===== src/rtl/fetch_ctrl_if.sv =====
// Fetch-side bus bundle: IM port, redirect/halt control, decode handshake and status.
// FETCH_PERF_EN adds the two performance counter outputs.
interface fetch_ctrl_if;
    logic [31:0] im_addr;
    logic [31:0] im_instr;
    logic        redirect_valid;
    logic [31:0] redirect_target;
    logic        halt_req;
    logic        f_valid;
    logic [31:0] f_instr;
    logic [31:0] f_pc;
    logic        dec_ready;
    logic        fault;
    logic [1:0]  fetch_state;
`ifdef FETCH_PERF_EN
    logic [31:0] perf_fetch_cnt;
    logic [31:0] perf_stall_cnt;
`endif

    modport master (
        output im_addr,
        input  im_instr,
        input  redirect_valid,
        input  redirect_target,
        input  halt_req,
        output f_valid,
        output f_instr,
        output f_pc,
        input  dec_ready,
        output fault,
        output fetch_state
`ifdef FETCH_PERF_EN
        , output perf_fetch_cnt
        , output perf_stall_cnt
`endif
    );

    modport slave (
        input  im_addr,
        output im_instr,
        output redirect_valid,
        output redirect_target,
        output halt_req,
        input  f_valid,
        input  f_instr,
        input  f_pc,
        output dec_ready,
        input  fault,
        input  fetch_state
`ifdef FETCH_PERF_EN
        , input perf_fetch_cnt
        , input perf_stall_cnt
`endif
    );
endinterface


===== src/rtl/fetch_ctrl.sv =====
// Instruction-fetch sequencer: PC register, IM addressing, circular fetch buffer,
// redirect/halt/fault handling. Define FETCH_PERF_EN to add push/stall counters.
module fetch_ctrl #(
    parameter logic [31:0] RESET_PC = 32'h0000_3000,
    parameter int          IM_WORDS = 4096,
    parameter int          DEPTH    = 2
) (
    input  logic          clk,
    input  logic          rst_n,
    fetch_ctrl_if.master  bus
);

    localparam int               PTR_W   = (DEPTH > 1) ? $clog2(DEPTH) : 1;
    localparam int               CNT_W   = $clog2(DEPTH + 1);
    localparam logic [32:0]      PC_END  = {1'b0, RESET_PC} + (33'(IM_WORDS) << 2);
    localparam logic [CNT_W-1:0] DEPTH_C = CNT_W'(DEPTH);
    localparam logic [PTR_W-1:0] LAST_P  = PTR_W'(DEPTH - 1);

    typedef enum logic [1:0] {
        ST_BOOT  = 2'd0,
        ST_FETCH = 2'd1,
        ST_FULL  = 2'd2,
        ST_HALT  = 2'd3
    } state_t;

    // 33-bit compare so that a wrapped pc can never look legal.
    function automatic logic addr_bad(input logic [31:0] a);
        return (a[1:0] != 2'b00) || ({1'b0, a} < {1'b0, RESET_PC}) || ({1'b0, a} >= PC_END);
    endfunction

    function automatic logic [PTR_W-1:0] ptr_inc(input logic [PTR_W-1:0] p);
        return (p == LAST_P) ? '0 : p + 1'b1;
    endfunction

    function automatic logic [PTR_W-1:0] tail_of(input logic [PTR_W-1:0] h,
                                                 input logic [CNT_W-1:0] c);
        int s;
        s = int'(h) + int'(c);
        if (s >= DEPTH) s = s - DEPTH;
        return PTR_W'(s);
    endfunction

    state_t           r_state, w_state_nxt;
    logic [31:0]      r_pc, w_pc_nxt;
    logic [CNT_W-1:0] r_count, w_count_nxt;
    logic [PTR_W-1:0] r_head, w_head_nxt;
    logic             r_fault, w_fault_nxt;
    logic             w_push, w_pop, w_flush, w_valid, w_can_accept;
    logic [PTR_W-1:0] w_tail;

    logic [31:0]      r_buf_pc    [DEPTH];
    logic [31:0]      r_buf_instr [DEPTH];

    assign w_valid      = (r_count != '0);
    assign w_pop        = w_valid && bus.dec_ready;
    assign w_can_accept = (r_count < DEPTH_C) || w_pop;
    assign w_tail       = tail_of(r_head, r_count);

    always_comb begin
        w_state_nxt = r_state;
        w_pc_nxt    = r_pc;
        w_fault_nxt = r_fault;
        w_push      = 1'b0;
        w_flush     = 1'b0;
        unique case (r_state)
            ST_BOOT: w_state_nxt = ST_FETCH;
            ST_FETCH, ST_FULL: begin
                if (bus.halt_req) begin
                    w_flush     = bus.redirect_valid;
                    w_state_nxt = ST_HALT;
                end else if (bus.redirect_valid) begin
                    if (addr_bad(bus.redirect_target)) begin
                        w_fault_nxt = 1'b1;
                        w_state_nxt = ST_HALT;
                    end else begin
                        w_flush     = 1'b1;
                        w_pc_nxt    = bus.redirect_target;
                        w_state_nxt = ST_FETCH;
                    end
                end else if (r_state == ST_FULL) begin
                    // FULL never pushes; the bubble after a pop is intentional.
                    if (w_pop) w_state_nxt = ST_FETCH;
                end else if (w_can_accept && addr_bad(r_pc)) begin
                    w_fault_nxt = 1'b1;
                    w_state_nxt = ST_HALT;
                end else begin
                    w_push = w_can_accept;
                    if (w_push) w_pc_nxt = r_pc + 32'd4;
                    if (!w_pop && (r_count + CNT_W'(w_push) == DEPTH_C)) w_state_nxt = ST_FULL;
                end
            end
            ST_HALT: w_state_nxt = ST_HALT;
        endcase
    end

    always_comb begin
        w_head_nxt = w_pop ? ptr_inc(r_head) : r_head;
        if (w_flush) w_count_nxt = '0;
        else         w_count_nxt = r_count + CNT_W'(w_push) - CNT_W'(w_pop);
    end

    always_ff @(posedge clk or negedge rst_n) begin
        if (!rst_n) begin
            r_state <= ST_BOOT;
            r_pc    <= RESET_PC;
            r_count <= '0;
            r_head  <= '0;
            r_fault <= 1'b0;
        end else begin
            r_state <= w_state_nxt;
            r_pc    <= w_pc_nxt;
            r_count <= w_count_nxt;
            r_head  <= w_head_nxt;
            r_fault <= w_fault_nxt;
        end
    end

    // Buffer payload is unreset; outputs are masked by the count instead.
    always_ff @(posedge clk) begin
        if (w_push) begin
            r_buf_pc[w_tail]    <= r_pc;
            r_buf_instr[w_tail] <= bus.im_instr;
        end
    end

    assign bus.im_addr     = r_pc;
    assign bus.f_valid     = w_valid;
    assign bus.f_instr     = w_valid ? r_buf_instr[r_head] : 32'd0;
    assign bus.f_pc        = w_valid ? r_buf_pc[r_head] : 32'd0;
    assign bus.fault       = r_fault;
    assign bus.fetch_state = r_state;

`ifdef FETCH_PERF_EN
    logic [31:0] r_perf_fetch, r_perf_stall;
    logic        w_active;

    assign w_active = (r_state == ST_FETCH) || (r_state == ST_FULL);

    always_ff @(posedge clk or negedge rst_n) begin
        if (!rst_n) begin
            r_perf_fetch <= '0;
            r_perf_stall <= '0;
        end else begin
            if (w_push && (r_perf_fetch != 32'hFFFF_FFFF))
                r_perf_fetch <= r_perf_fetch + 32'd1;
            if (w_active && !w_push && !bus.redirect_valid && (r_perf_stall != 32'hFFFF_FFFF))
                r_perf_stall <= r_perf_stall + 32'd1;
        end
    end

    assign bus.perf_fetch_cnt = r_perf_fetch;
    assign bus.perf_stall_cnt = r_perf_stall;
`endif

endmodule


===== src/flat_wrapper.sv =====
// flat-port wrapper written by rule: the top's interface ports become plain ports
module fetch_ctrl_flat 
#(
    parameter logic [31:0] RESET_PC = 32'h0000_3000,
    parameter int          IM_WORDS = 4096,
    parameter int          DEPTH    = 2
)
  (clk, rst_n, bus_im_addr, bus_im_instr, bus_redirect_valid, bus_redirect_target, bus_halt_req, bus_f_valid, bus_f_instr, bus_f_pc, bus_dec_ready, bus_fault, bus_fetch_state);
  fetch_ctrl_if bus_i ();
  input  logic clk;
  input  logic rst_n;
  output wire logic [$bits(bus_i.im_addr)-1:0] bus_im_addr;
  input wire logic [$bits(bus_i.im_instr)-1:0] bus_im_instr;
  input wire logic [$bits(bus_i.redirect_valid)-1:0] bus_redirect_valid;
  input wire logic [$bits(bus_i.redirect_target)-1:0] bus_redirect_target;
  input wire logic [$bits(bus_i.halt_req)-1:0] bus_halt_req;
  output wire logic [$bits(bus_i.f_valid)-1:0] bus_f_valid;
  output wire logic [$bits(bus_i.f_instr)-1:0] bus_f_instr;
  output wire logic [$bits(bus_i.f_pc)-1:0] bus_f_pc;
  input wire logic [$bits(bus_i.dec_ready)-1:0] bus_dec_ready;
  output wire logic [$bits(bus_i.fault)-1:0] bus_fault;
  output wire logic [$bits(bus_i.fetch_state)-1:0] bus_fetch_state;
  assign bus_im_addr = bus_i.im_addr;
  assign bus_i.im_instr = bus_im_instr;
  assign bus_i.redirect_valid = bus_redirect_valid;
  assign bus_i.redirect_target = bus_redirect_target;
  assign bus_i.halt_req = bus_halt_req;
  assign bus_f_valid = bus_i.f_valid;
  assign bus_f_instr = bus_i.f_instr;
  assign bus_f_pc = bus_i.f_pc;
  assign bus_i.dec_ready = bus_dec_ready;
  assign bus_fault = bus_i.fault;
  assign bus_fetch_state = bus_i.fetch_state;
  fetch_ctrl #(.RESET_PC(RESET_PC), .IM_WORDS(IM_WORDS), .DEPTH(DEPTH)) u_core (.clk(clk), .rst_n(rst_n), .bus(bus_i));
endmodule

===== config.mk =====
export PLATFORM = sky130hd
export DESIGN_NAME = fetch_ctrl_flat
export DESIGN_NICKNAME = d
export VERILOG_FILES = /design/src/rtl/fetch_ctrl_if.sv /design/src/rtl/fetch_ctrl.sv /design/src/flat_wrapper.sv
export SDC_FILE = /design/constraint.sdc
export NUM_CORES = 1
export LEC_CHECK = 0
export BUFFER_PORTS_ARGS = -buffer_cell sky130_fd_sc_hd__clkbuf_2
export CAP_MARGIN = 25
export CORE_MARGIN = 2
export CORE_UTILIZATION = 57
export CTS_BUF_LIST = sky130_fd_sc_hd__clkbuf_8
export DETAILED_ROUTE_END_ITERATION = 10
export GPL_ROUTABILITY_DRIVEN = 1
export MAX_ROUTING_LAYER = met4
export PLACE_DENSITY = 0.81
export SYNTH_ARGS = -nofsm -noshare
export SYNTH_HDL_FRONTEND = slang
export SYNTH_SLANG_ARGS = --single-unit

===== constraint.sdc =====
create_clock -name clk -period 12.75 [get_ports clk]
set_clock_uncertainty 0.15 [all_clocks]
set_input_delay 0.6375 -clock clk [delete_from_list [all_inputs] [get_ports clk]]
set_output_delay 0.6375 -clock clk [all_outputs]
set_load 0.02 [all_outputs]

# Yosys cells after proc, flatten, opt, wreduce, memory -nomap -nowiden
# Memories as Yosys holds them, arrays and structs flattened.
# Cells that the tools add are included.
[totals]
register_bits = 38
ramBits = 128
output_inout_bits = 100
mem_count = 2
[op_classes]
add_sub_neg = 7
magnitude_cmp = 6
eq_ne = 10
mux = 33
bitwise = 1
reduce_logical = 19
[memory_table]
columns = ["name", "depth", "word_bits", "rd", "rd_clocked_by_memory_dff", "wr", "line", "text"]
rows = [
  ["u_core.r_buf_instr", 2, 32, 1, 0, 1, "fetch_ctrl.sv:52", "logic [31:0] r_buf_instr [DEPTH];"],
  ["u_core.r_buf_pc", 2, 32, 1, 0, 1, "fetch_ctrl.sv:51", "logic [31:0] r_buf_pc [DEPTH];"],
]
[ops]
columns = ["op", "count"]
rows = [
  ["$mux W32", 7],
  ["$ge A32 B15 Y1 const B", 2],
  ["$lt A32 B14 Y1 const B", 2],
  ["$add A32 B3 Y32 const B", 1],
  ["$mux W1", 17],
  ["$mux W2", 8],
  ["$reduce_bool A2 Y1", 5],
  ["$eq A2 B2 Y1 const B", 3],
  ["$ne A2 B2 Y1 const B", 3],
  ["$ne A6 B3 Y1 const B", 1],
  ["$pmux W2 S3", 1],
  ["$reduce_and A6 Y1", 1],
  ["$logic_or A1 B1 Y1", 5],
  ["$ne A5 B4 Y1 const B", 1],
  ["$reduce_and A5 Y1", 1],
  ["$add A2 B1 Y2", 2],
  ["$add A1 B2 Y3", 1],
  ["$ge A3 B2 Y1 const B", 1],
  ["$logic_and A1 B1 Y1", 3],
  ["$eq A2 B1 Y1 const B", 1],
  ["$logic_not A2 Y1", 1],
  ["$lt A2 B2 Y1 const B", 1],
  ["$ne A2 B1 Y1 const B", 1],
  ["$reduce_and A2 Y1", 1],
  ["6 further kinds", 6],
]

# Logic depth before layout (Yosys ltp)
# Gate-level depths: netlist of the first run.
[depth]
ltp_word = 12
depth_mapped = 11
ltp_nobuf = 10

# Worst setup path before layout of the first run
# Ideal clock, no wire load.
[synth_path]
path_kind = "register to register"
startpoint = "register u_core.r_state[0] (netlist: u_core.bus.fetch_state[0])"
endpoint = "memory u_core.r_buf_instr[1][0] (enable)"
arrival_time_ps = 4645
required_time_ps = 12107
path_slack_ps = 7462
stages_incl_launch_ff = 8
path_buffers = 1
synth_period_minus_slack_ps = 5288
cell_sequence = "dfrtp_1 > inv_1 > ha_1 > nor4b_2 > nand2_1 > or3_4 > clkbuf_1 > nor2b_1"
[synth_via]
elab_chain_len = 7
word_cells_on_any_way = 9
[synth_rtl]
columns = ["item", "line", "text"]
rows = [
  ["from (decl)", "fetch_ctrl.sv:43", "state_t r_state, w_state_nxt;"],
  ["from (signal assigned)", "fetch_ctrl.sv:110", "r_state <= w_state_nxt;"],
  ["$eq A2 B2 Y1", "fetch_ctrl.sv:65, fetch_ctrl.sv:80", ""],
  ["$mux W1", "fetch_ctrl.sv:80", "end else if (r_state == ST_FULL) begin"],
  ["$mux W1", "fetch_ctrl.sv:71", "end else if (bus.redirect_valid) begin"],
  ["$mux W1", "fetch_ctrl.sv:68", "if (bus.halt_req) begin"],
  ["$mux W1 (*)", "fetch_ctrl.sv:65", "unique case (r_state)"],
  ["$mux W1 (*)", "fetch_ctrl.sv:120", "if (w_push) begin"],
  ["$mux W1 (not written as such) (*)", "fetch_ctrl.sv:122", "r_buf_instr[w_tail] <= bus.im_instr;"],
  ["to (decl)", "fetch_ctrl.sv:52", ""],
]
# Mark *: on every way between the ends. The rest lies on a longest branch, timed or not.

# Worst setup path after layout of the first run
[layout_path]
startpoint = "register u_core.r_state[0] (netlist: u_core.bus.fetch_state[0])"
endpoint = "memory u_core.r_buf_pc[0][8] (enable)"
[layout_via]
elab_chain_len = 7
word_cells_on_any_way = 9
[layout_rtl]
columns = ["item", "line", "text"]
rows = [
  ["$eq A2 B2 Y1", "fetch_ctrl.sv:65, fetch_ctrl.sv:80", ""],
  ["$mux W1", "fetch_ctrl.sv:80", ""],
  ["$mux W1", "fetch_ctrl.sv:71", ""],
  ["$mux W1", "fetch_ctrl.sv:68", ""],
  ["$mux W1 (*)", "fetch_ctrl.sv:65", ""],
  ["$mux W1 (*)", "fetch_ctrl.sv:120", ""],
  ["$mux W1 (not written as such) (*)", "fetch_ctrl.sv:121", "r_buf_pc[w_tail] <= r_pc;"],
  ["to (decl)", "fetch_ctrl.sv:51", ""],
]
# Marked as above.

==> reports/results.ini, run 1 <==
[die]
top_level_ports = 169
die_area_sq_um = 13100
rows = 40
die_y_um = 114
start_util = 0.581
fp.dieW_um = 114
core_area_sq_um = 12000

[timing]
drv_slew = 0
finalSetupViolCount = 0
fmax_ghz = 0.300
timing_worst_slew_pin_value_ps = 950
grt_setup_unrepaired = false
hold_viol_final = 0
slew_headroom = 0.361
finalSetupTns_ps = 0
fin_crit_sh = 0.261
fin_crit_ps = 3330

[power]
powerDensity_nw_per_um2 = 201
leakage_nw = 3.57
max-vdd-ir-drop_uv = 139

[final_layout]
area_delta_synth_final_pct = 21.2
fillers = 844
postLayoutCellArea_sq_um = 8420
fin_util = 0.704
n_antenna_cell = 0
drive_gt1_frac = 0.317
final_nets = 755

[detailed_routing]
wl_per_cell_um = 17.6
wirelength_um = 14800
ant_nets = 0
first_iter_violations = 356
vias = 4667
drc_errors = 0
routed_via_density = 5.57
drt_pass1_iterations = 4

[synth]
synth_edf_count = 128
yosysSeqAreaShare = 0.690
synthAdderAreaFrac = 0.0144
syn_nets = 581
synthDistinctLibCells = 54
synth_xor_area_frac = 0.00756
synth_mux_area_frac = 0.0996
synth_compound_area_frac = 0.0385
synth.avg_cell_area_sq_um = 13.8
synth-simple-area-share = 0.129
syn_area_sq_um = 6950
synthArstFlopShare = 0.229
ys.flop_type = edfxtp_1
yosysWarnings = 0
syn_inst = 504
synth-seq-cells = 166
synth_top_family_by_area = simple AND/OR/NAND/NOR gates

[critical_path]
crit_type = flop to flop
end_kind = flop
worstSetupStartpointType = flop
cp.arrival_ps = 3250
worst_ep_required_time_ps = 12680
crit_fanout = 49

[clock_network]
max-clock-path-buffers = 2
cts.sinks = 166
cts_root_buffer = clkbuf_8
htree_num_levels = 4
insertion_delay_ps = 450
tritoncts = built
cts_buffers = 17
path_clk_slew_ps = 90

[global_routing]
grt_usage = 0.239
antenna_found_initial = 0
grt.overflow.total = 0
grt_max_degree = 66
grt_pass1_wl_um = 22900
grt_pass1_vias = 4591

[place]
gp_congestion = 0.860
io_buffers = 168
dpl_cell_area_sq_um = 7970
dp_hpwl_um = 10000

[hold_path]
min_path_type = input pin to flop

[job]
cap_violations = 0

[run_status]
status = finished clean

==> worst max-delay path, stage by stage, from the launching register on <==
cell     delay [ps]
dfrtp_1         400
inv_1            90
ha_1            390
nor4b_2         320
nand2_1         100
or3_4           440
nor2_4          430
buf_4           600
==> sequential cells by signal (all words and copies together), names as in the netlist <==
signal	count
u_core.bus.im_addr	32
u_core.r_buf_instr	64
u_core.bus.fault	1
u_core.r_head	1
u_core.r_count	2
u_core.r_buf_pc	64
u_core.bus.fetch_state	2
==> per-layer routing <==
metal | GRT usage | share of wire | wire length [um] | vias to the layer above
met2 | 0.407 | 0.53 | 7820 | 171
met3 | 0.0641 | 0.058 | 850 | 22
met1 | 0.279 | 0.40 | 5840 | 2278
met4 | 0.0740 | 0.016 | 239 | 0
li1 | - | - | - | 2196
met5 | - | 0 | 0 | -
==> kinds of logic after synthesis <==
group,count (synthesis)
XOR/XNOR,6
multiplexers,69
adder cells (fa/ha/maj),8
buffers and inverters,37
flip-flops,166
AND/OR/NAND/NOR,179
AO/OA/AOI/OAI,39
==> path summary, 6_finish.rpt <==
path,from,to,slack (ps),cells after the start
min,bus_im_instr[3],u_core.r_buf_instr[1][3],230,1
max reg2reg,u_core.bus.fetch_state[0],u_core.r_buf_pc[0][8],9420,7
max in group asynchronous,rst_n,u_core.bus.im_addr[13],11560,3
max,u_core.bus.fetch_state[0],u_core.r_buf_pc[0][8],9420,7
min in group asynchronous,rst_n,u_core.bus.fault,400,2
min reg2reg,u_core.bus.fault,u_core.bus.fault,330,1
==> layout make-up <==
class	count	area, sq um	area share
clock buffers	17	234	0.0278
clock inverters	15	180	0.0214
inverters	17	63.8	0.00758
multi-input cells	301	2030	0.242
flip-flops and latches	166	4800	0.570
well taps	147	184	0.0218
repair buffers	175	926	0.110
==> where the power goes <==
part / internal [mW] / switching [mW]
registers: 0.617 / 0.0744
clock network: 0.194 / 0.188
logic: 0.227 / 0.393
==> cell usage in the layout, fill, tap and decap left out, types with 3 or more instances in the layout <==
master / count
nand4_1: 3
clkinvlp_4: 5
clkbuf_8: 17
nor3_1: 10
nor2_1: 82
xnor2_1: 4
mux2i_1: 68
nand3_1: 9
and2_1: 9
dfrtp_1: 35
and3_1: 4
o22ai_1: 7
nor4_1: 11
edfxtp_1: 128
bufinv_16: 3
clkbuf_2: 168
nand2_1: 19
clkinv_4: 3
nor2b_1: 5
and2b_1: 9
o21ai_0: 3
a21oi_1: 9
inv_1: 16
ha_1: 8
buf_4: 3
==> Yosys cell counts, types with 3 or more instances <==
cell      instances  area (sq um)
a21oi_1           9          45.0
and2_1            9          56.3
and2b_1           9          67.6
and3_1            4          25.0
buf_1             3          11.3
buf_2             6          30.0
clkbuf_1         11          41.3
dfrtp_1          36           901
edfxtp_1        128          3840
ha_1              8           100
inv_1            16          60.1
mux2i_1          68           681
nand2_1          19          71.3
nand3_1           9          45.0
nand4_1           3          18.8
nor2_1           84           315
nor2b_1           6          37.5
nor3_1           10          50.1
nor4_1           12          75.1
o21ai_0           3          15.0
o22ai_1           7          43.8
xnor2_1           4          35.0
==> repair_timing <==
| action | CTS | global route |
|---|---|---|
| hold buffers | 0 | 1 |
| setup buffers | 0 | 0 |
| hold endpoints to repair | 0 | 3 |
| gates resized for setup | 0 | 0 |
==> per-stage QoR <==
stage / setup WS (ps) / instances / total power [mW] / hold WS (ps)
6_report: 9420 / 838 / 1.69 / 226
5_1_grt: 9180 / 838 / 1.78 / 192
4_1_cts: 9410 / 835 / 1.71 / 189
3_5_place_dp: 9220 / 803 / 1.32 / 302
3_3_place_gp: 9280 / 802 / 1.30 / 305
2_1_floorplan: 7460 / 504 / 1.10 / 192
No activity file was read; power rests on OpenSTA's default activity.
==> inputs of run 2 (changes only) <==
Settings changed: ABC_AREA set to 1, CORE_UTILIZATION 57 to 56, PLACE_DENSITY 0.81 to 0.8.
Clock period 12.75 ns to 3.2 ns, I/O delays scaled along.
==> run 2 against run 1 <==
Sequential power increased to 3.4 times the previous value. Via count increased by 20%. Critical path type is now flop to output port. Area after synthesis increased by 1.8%. Cell count increased by 29%. Register-to-register slack got worse by 8500 ps. Worst hold slack got worse by 69 ps. Global-route usage increased by 2.2 points. Highest routed layer unchanged. Clock power increased to 3.8 times the previous value.
==> reports/results.ini, run 2 <==
[global_routing]
antenna_found_initial = 0
grt_pass1_wl_um = 25900
grt_usage = 0.261
grt.overflow.total = 0
grt_pass1_vias = 5429
grt_max_degree = 65

[critical_path]
slowest_stage = dfrtp_2
rr_startpoint = u_core.bus.im_addr[12]
critPathTopFamily = buffers and inverters
cp-startpoint = u_core.r_head
end_kind = output port
worst_path_largest_cell_delay_ps = 430
rrSetupSlack_ps = 900
crit_fanout = 26
cp.arrival_ps = 2170
ff2ff_path_depth = 9
worstSetupStartpointType = flop
path_buf_inv = 3
r2r-end = u_core.r_buf_instr[0][24]
crit_type = flop to output port
crit_chain = inv_2 -> buf_4 -> nand2_1 -> a21oi_1 -> clkbuf_2
worst_ep_required_time_ps = 2890

[synth]
yosysTopAreaCellShare = 0.543
synth-seq-cells = 166
yosysWarnings = 0
synthDistinctLibCells = 32
synth.avg_cell_area_sq_um = 10.4
synth_top_cells_by_count = nand2_1, edfxtp_1, a21oi_1
synthArstFlopShare = 0.229
synth.area.top_cells = edfxtp_1, dfrtp_1, nand2_1, a21oi_1, inv_1
post-synth-top-area-cell = edfxtp_1
syn_area_sq_um = 7070
yosysMostFrequentCell = nand2_1
yosysSeqAreaShare = 0.678
syn_nets = 756
syn_inst = 679
ys.flop_type = edfxtp_1
synth_edf_count = 128

[detailed_routing]
top_layer_used = met4
wl_per_cell_um = 15.5
routed_via_density = 5.17
drc_errors = 0
first_iter_violations = 503
wl_met1_um = 6690
wirelength_um = 16800
drt_pass1_iterations = 5
vias = 5602
wl_met2_um = 8520
wl_met3_um = 1260
ant_nets = 0

[final_layout]
layout_common_cells = nand2_1, clkbuf_2, edfxtp_1, a21oi_1, inv_1
fillers = 873
postLayoutCellArea_sq_um = 9030
drive_gt1_frac = 0.251
seq_area_sq_um = 4800
area_delta_synth_final_pct = 27.6
multi_input_area_sq_um = 1960
fin_util = 0.724
n_antenna_cell = 0
final_nets = 975
layout_commonest_cell = nand2_1

[die]
core_area_sq_um = 12500
die_y_um = 116
fp.dieW_um = 116
die_area_sq_um = 13500
top_level_ports = 169
start_util = 0.567
rows = 41

[timing]
fin_crit_ps = 2480
drv_slew = 0
grt_setup_unrepaired = false
fmax_ghz = 0.404
hold_ws_ps = 156
finalWorstSetupSlack_ps = 722
timing_worst_slew_pin_value_ps = 702
hold_viol_final = 0
slew_headroom = 0.532
fin_crit_sh = 0.774
finalSetupViolCount = 0

[hold_path]
hold_path_startpoint = bus_redirect_target[24]
whs_endpoint = u_core.r_count[1]
whs_path_depth = 7
min_path_type = input pin to flop

[place]
dp_hpwl_um = 10700
dp_slack_ps = 911
gp_congestion = 0.855
dpl_cell_area_sq_um = 8120
io_buffers = 168

[clock_network]
tritoncts = built
cts_root_buffer = clkbuf_8
htree_num_levels = 4
ctsHoldBuffers = 48
insertion_delay_ps = 440
path_clk_slew_ps = 90
post_cts_buffers = 0
cts_resized = 0
max-clock-path-buffers = 2
cts.sinks = 166
cts_buffers = 17

[power]
powerDensity_nw_per_um2 = 632
max-vdd-ir-drop_uv = 311
leakage_nw = 4.07

[job]
cap_violations = 0

[run_status]
status = finished clean

run 2: through the flow:
stage	cells	setup TNS, ps	power [mW]
CTS	1081	0	5.70
global placement	1001	0	4.18
floorplan	679	-42780	3.60
global route	1083	0	5.99
detailed placement	1001	0	4.24
finish	1083	0	5.70
run 2: kinds of logic (layout without fill, tap and decap cells):
logic type	Yosys count	in the layout	synth area share
AND/OR/NAND/NOR	324	324	0.187
flip-flops	166	166	0.678
AO/OA/AOI/OAI	89	89	0.0656
buffers and inverters	86	318	0.0479
adder cells (fa/ha/maj)	8	8	0.0141
XOR/XNOR	5	5	0.00619
multiplexers	1	1	0.00141
run 2: per-layer routing:
metal,GRT usage,up-vias
li1,-,2680
met1,0.310,2626
met2,0.443,264
met3,0.0555,32
met4,0.0960,0
met5,-,-
run 2: how the worst max path moves through the flow:
stage | endpoint | slack [ps] | cells after the start
global placement | u_core.r_buf_instr[1][16] | 1000 | 8
global route | bus_f_instr[18] | 540 | 5
finish | bus_f_instr[18] | 720 | 5
CTS | bus_f_instr[18] | 710 | 5
floorplan | u_core.r_buf_instr[0][0] | -330 | 9
detailed placement | u_core.r_buf_instr[0][19] | 910 | 9
run 2: final cells by class:
cell class	instances	area share
clock buffer	23	0.0351
timing repair buffer	226	0.159
sequential	166	0.532
tap	172	0.0238
clock inverter	9	0.00832
multi-input combinational	427	0.217
inverter	60	0.0251
run 2: worst min-delay path, stage by stage:
cell	delay, ps
clkbuf_2	70
nor2_1	30
nand2_1	40
nor2_1	30
nand3_1	160
a21oi_1	130
nor2_1	80
run 2: power by group:
part           internal [mW]  total [mW]  switching, mW
Sequential              2.33        2.36         0.0360
Clock                  0.731        1.44          0.711
Combinational          0.547        1.89           1.35
